[src/rtl/gpio_controller.sv]
// Memory-mapped GPIO: synchronised and debounced inputs, set/clear output aliases,
// sticky rising-edge flags (W1C) and a maskable level interrupt. Optional OUT_TOG under GPIO_TOGGLE_EN.
module gpio_controller #(
  parameter int unsigned DATA_WIDTH      = 32,
  parameter int unsigned ADDR_WIDTH      = 5,
  parameter int unsigned IN_WIDTH        = 4,
  parameter int unsigned OUT_WIDTH       = 4,
  parameter int unsigned DEBOUNCE_CYCLES = 4
) (
  input  logic                  clock,
  input  logic                  reset,
  input  logic                  chip_select,
  input  logic                  we,
  input  logic [ADDR_WIDTH-1:0] address,
  input  logic [DATA_WIDTH-1:0] data_in,
  output logic [DATA_WIDTH-1:0] data_out,
  input  logic [IN_WIDTH-1:0]   io_in,
  output logic [OUT_WIDTH-1:0]  io_out,
  output logic                  irq
);

  localparam int unsigned CNT_W = $clog2(DEBOUNCE_CYCLES + 1);
  localparam logic [CNT_W-1:0] CNT_MAX = CNT_W'(DEBOUNCE_CYCLES - 1);

  localparam logic [ADDR_WIDTH-1:0] A_IN      = ADDR_WIDTH'(0);
  localparam logic [ADDR_WIDTH-1:0] A_OUT     = ADDR_WIDTH'(1);
  localparam logic [ADDR_WIDTH-1:0] A_OUT_SET = ADDR_WIDTH'(2);
  localparam logic [ADDR_WIDTH-1:0] A_OUT_CLR = ADDR_WIDTH'(3);
  localparam logic [ADDR_WIDTH-1:0] A_EDGE    = ADDR_WIDTH'(4);
  localparam logic [ADDR_WIDTH-1:0] A_IRQ_EN  = ADDR_WIDTH'(5);
`ifdef GPIO_TOGGLE_EN
  localparam logic [ADDR_WIDTH-1:0] A_OUT_TOG = ADDR_WIDTH'(6);
`endif

  logic [IN_WIDTH-1:0]             sync1_q, sync1_d;
  logic [IN_WIDTH-1:0]             sync2_q, sync2_d;
  logic [IN_WIDTH-1:0]             deb_q, deb_d;
  logic [IN_WIDTH-1:0]             deb_dly_q, deb_dly_d;
  logic [IN_WIDTH-1:0][CNT_W-1:0]  cnt_q, cnt_d;
  logic [IN_WIDTH-1:0]             edge_q, edge_d;
  logic [IN_WIDTH-1:0]             irq_en_q, irq_en_d;
  logic [OUT_WIDTH-1:0]            out_q, out_d;
  logic [DATA_WIDTH-1:0]           data_out_q, data_out_d;

  logic                  wr_en;
  logic                  rd_en;
  logic [OUT_WIDTH-1:0]  wdata_out;
  logic [IN_WIDTH-1:0]   wdata_in;
  logic [IN_WIDTH-1:0]   edge_clr;
  logic [IN_WIDTH-1:0]   rise;
  logic                  unused_data;

  assign wr_en       = chip_select & we;
  assign rd_en       = chip_select & ~we;
  assign wdata_out   = data_in[OUT_WIDTH-1:0];
  assign wdata_in    = data_in[IN_WIDTH-1:0];
  assign unused_data = ^data_in;

  // Two-flop synchroniser for the asynchronous pins
  always_comb begin
    sync1_d = io_in;
    sync2_d = sync1_q;
  end

  // Per-bit debounce: a bit follows the synced value only after it differs for DEBOUNCE_CYCLES cycles
  always_comb begin
    deb_d = deb_q;
    cnt_d = '0;
    for (int i = 0; i < int'(IN_WIDTH); i++) begin
      if (sync2_q[i] != deb_q[i]) begin
        if (cnt_q[i] == CNT_MAX) begin
          deb_d[i] = sync2_q[i];
        end else begin
          cnt_d[i] = cnt_q[i] + CNT_W'(1);
        end
      end
    end
  end

  // Rising edge of the debounced value, flagged one cycle after it settles
  always_comb begin
    deb_dly_d = deb_q;
    rise      = deb_q & ~deb_dly_q;
  end

  // Register writes; a new edge overrides a coincident W1C on the same bit
  always_comb begin
    out_d    = out_q;
    irq_en_d = irq_en_q;
    edge_clr = '0;
    if (wr_en) begin
      case (address)
        A_OUT:     out_d    = wdata_out;
        A_OUT_SET: out_d    = out_q | wdata_out;
        A_OUT_CLR: out_d    = out_q & ~wdata_out;
        A_EDGE:    edge_clr = wdata_in;
        A_IRQ_EN:  irq_en_d = wdata_in;
`ifdef GPIO_TOGGLE_EN
        A_OUT_TOG: out_d    = out_q ^ wdata_out;
`endif
        default:   ;
      endcase
    end
    edge_d = (edge_q & ~edge_clr) | rise;
  end

  // Registered read mux; idle and write cycles return zero
  always_comb begin
    data_out_d = '0;
    if (rd_en) begin
      case (address)
        A_IN:     data_out_d = DATA_WIDTH'(deb_q);
        A_OUT:    data_out_d = DATA_WIDTH'(out_q);
        A_EDGE:   data_out_d = DATA_WIDTH'(edge_q);
        A_IRQ_EN: data_out_d = DATA_WIDTH'(irq_en_q);
        default:  data_out_d = '0;
      endcase
    end
  end

  always_ff @(posedge clock or posedge reset) begin
    if (reset) begin
      sync1_q    <= '0;
      sync2_q    <= '0;
      deb_q      <= '0;
      deb_dly_q  <= '0;
      cnt_q      <= '0;
      edge_q     <= '0;
      irq_en_q   <= '0;
      out_q      <= '0;
      data_out_q <= '0;
    end else begin
      sync1_q    <= sync1_d;
      sync2_q    <= sync2_d;
      deb_q      <= deb_d;
      deb_dly_q  <= deb_dly_d;
      cnt_q      <= cnt_d;
      edge_q     <= edge_d;
      irq_en_q   <= irq_en_d;
      out_q      <= out_d;
      data_out_q <= data_out_d;
    end
  end

  assign io_out   = out_q;
  assign data_out = data_out_q;
  assign irq      = |(edge_q & irq_en_q);

endmodule

[config.mk]
export PLATFORM = sky130hd
export DESIGN_NAME = gpio_controller
export DESIGN_NICKNAME = d
export VERILOG_FILES = /design/src/rtl/gpio_controller.sv
export SDC_FILE = /design/constraint.sdc
export NUM_CORES = 1
export LEC_CHECK = 0
export ABC_AREA = 1
export ABC_CLOCK_PERIOD_IN_PS = 2360
export CORE_MARGIN = 2
export CORE_UTILIZATION = 45
export DETAILED_ROUTE_END_ITERATION = 6
export PLACE_DENSITY = 0.79
export REMOVE_ABC_BUFFERS = 1
export SLEW_MARGIN = 0
export SYNTH_ARGS = -nofsm -noshare
export SYNTH_HDL_FRONTEND = slang
export SYNTH_SLANG_ARGS = --single-unit
[constraint.sdc]
create_clock -name clock -period 2.36 [get_ports clock]
set_input_delay 0.472 -clock clock [delete_from_list [all_inputs] [get_ports clock]]
set_output_delay 0.472 -clock clock [all_outputs]
set_load 0.005 [all_outputs]
==> flow_metrics.tcl <==
set metrics [dict create \
    io_pins 82 \
    endpoint_kind "primary output" \
    crit_chain "nand2_1, nand4_1, clkdlybuf4s50_1" \
    ctsResizeCount 0 \
    die_w_microns 71.98 \
    clkTransAtPathRegs_ns 0.08 \
    maxSlewViolCount 0 \
    worst_pin_slew_ns 0.5296 \
    postCtsHoldBufs 0 \
    hp-class "flip-flop to flip-flop" \
    post-route-min-period_ns 1.848 \
    fin_skew_ns 0.004081 \
    grt_pass1_vias 1382 \
    cellPowerDensity_nw_per_um2 825.0 \
    yosysUniqueCellTypes 20 \
    cp_max_fo 3 \
    post-route-util 0.5437 \
    area_delta_synth_final_pct 15.40 \
    cts_sinks 44 \
    path_buf_inv 1 \
    post-route-period-util 0.7831 \
    drive_above_1_share 0.07874 \
    synth-simple-area-share 0.2497 \
    numPortBuffers 25 \
    rsz0062_at_grt "no" \
    cts_buffers 5 \
    clock_path_buffers 2 \
    drtAntennaViolNets 0 \
    p_leak_nw 1.200 \
    crit_arrival_ns 1.38 \
    yosys_warnings 0 \
    gp_congestion 0.8425 \
    power_frac_comb 0.200 \
    syn_area_sq_um 2079 \
    swShare 0.2918 \
    synth_xor_area_frac 0.01685 \
    grt_overflow 0 \
    drt-total-wl_microns 3383 \
    grt_pass1_wl_microns 5802 \
    status "finished, final reports clean" \
    dr.pass1.iters 4 \
    synth_top_family_by_area "simple AND/OR/NAND/NOR gates" \
    synthMuxAreaShare 0 \
    cp-start-kind "flip-flop" \
    vdd_drop_max_v 0.0004920 \
    cts-htree-levels 2 \
    core-area_sq_um 4414 \
    die_area_sq_um 5181 \
    vias_per_cell 4.667 \
    cap_viol_max_count 0 \
    drc 0 \
    worstSetupPathType "flip-flop to primary output" \
    p_sw_uw 577.8 \
    clkLatencyLatePin_ns 0.31 \
    drt_iter0_drc 104 \
    setup_viol 0 \
    antenna_found_initial 0 \
    grt_max_degree 45 \
    crit_family "buffers and inverters" \
    fin_tns_setup_ns 0 \
    cts_tree "built" \
    cp_data_required_time_ns 1.89 \
    nets 302 \
    p_int_mw 1.402 \
    track_usage 0.1474 \
    synth_ff_type "dfrtp_1" \
    cts-root-buf "clkbuf_8" \
    async_flop_share 1.000 \
    slew_headroom 0.6469 \
    synth_compound_gate_area_share 0.02888 \
    yosysSeqAreaShare 0.5295 \
    diodes 0 \
    ff2ff_setup_slack_ns 1.32 \
    final_hold_viol_count 0 \
    place_hpwl_microns 2468 \
    routedWlPerCell_microns 11.06 \
    slowest_delay_ns 0.50 \
    vias 1428 \
    synth-edff-count 0 \
    synthAdderAreaFrac 0.02407 \
    postCtsSetupBuffers 0 \
    die_h_microns 71.98 \
    pwr-share-clk 0.288 \
    cp_slowest_cell "clkdlybuf4s50_1" \
    max_freq_mhz 541.1 \
    synth-seq-cells 44 \
    seqPwrFrac 0.513 \
    syn_avg_cell_area_sq_um 9.367 \
    rows 24 \
    start_util 0.4711 \
    synthCells 222 \
]
[routing by layer]
layer	track usage	wire (microns)
met2	0.2521	1719
met3	0.03889	177
met5	0	0
met4	0.08595	77
met1	0.1659	1409
[power groups by stage]
stage	Combinational, mW	Sequential (mW)	Clock (mW)
2_1_floorplan	0.271	0.998	0
3_3_place_gp	0.384	1.02	0
3_5_place_dp	0.399	1.03	0
4_1_cts	0.404	1.01	0.587
5_1_grt	0.473	1.03	0.626
6_report	0.396	1.01	0.569
[final cells by class]
| cell class | instances | area [sq um] |
|---|---|---|
| inverter | 25 | 95.09 |
| clock inverter | 3 | 42.54 |
| timing repair buffer | 26 | 257.7 |
| fill | 378 | 2014 |
| tap | 52 | 65.06 |
| clock buffer | 5 | 68.82 |
| sequential | 44 | 1101 |
| multi-input combinational | 151 | 769.5 |
[worst paths after layout]
check	from	end	cells past startpoint
min	sync1_q[3]	sync2_q[3]	0
max in group asynchronous	reset	cnt_q[10]	3
max	edge_q[0]	irq	3
min in group asynchronous	reset	sync1_q[1]	3
max reg2reg	cnt_q[3]	cnt_q[3]	4
min reg2reg	sync1_q[3]	sync2_q[3]	0
[layout by cell type, fill, tap and decap left out, drive strengths merged]
cell	instances
dfrtp	44
inv	24
conb	28
nor2	21
clkinv	2
buf	1
nand2	49
bufinv	1
clkbuf	5
ha	4
clkinvlp	1
nand3	15
o21ai	12
xnor2	4
nand4	10
clkdlybuf4s50	25
nor3	8
[synthesized netlist by cell type (2+ instances only)]
library cell,number,area share
nor2_1,16,0.029
buf_4,28,0.10
nand3_4,2,0.017
inv_1,23,0.042
nand2_1,48,0.087
nand3_1,12,0.029
nand4_1,10,0.030
nor2_4,4,0.022
xnor2_1,4,0.017
nor3_1,8,0.019
dfrtp_1,44,0.53
ha_1,4,0.024
o21ai_1,12,0.029
[flip-flops by register name, summed over array words and instances (netlist names)]
name	count
edge_q	4
deb_dly_q	4
io_out	4
sync2_q	4
cnt_q	12
sync1_q	4
deb_dly_d	4
data_out	4
irq_en_q	4
[cells by family after synthesis]
kind of cell | count (synthesis)
and+or+nand+nor | 103
AOI/OAI and AO/OA | 12
DFF | 44
buffers and inverters | 54
other | 1
adders and majority gates | 4
xor gates and xnor gates | 4
[through the flow]
stage	cells	power [mW]	hold WS [ns]	worst slack [ns]	area, sq um
after floorplan	220	1.268	0.3312	0.8569	1966
after global placement	298	1.403	0.3328	0.3923	2288
after detailed placement	298	1.428	0.3373	0.3756	2288
after CTS	306	2.005	0.3561	0.5091	2400
after global routing	306	2.133	0.3630	0.4724	2400
final	306	1.980	0.3536	0.5120	2400
Note: power is estimated with default switching activity, not from simulation.
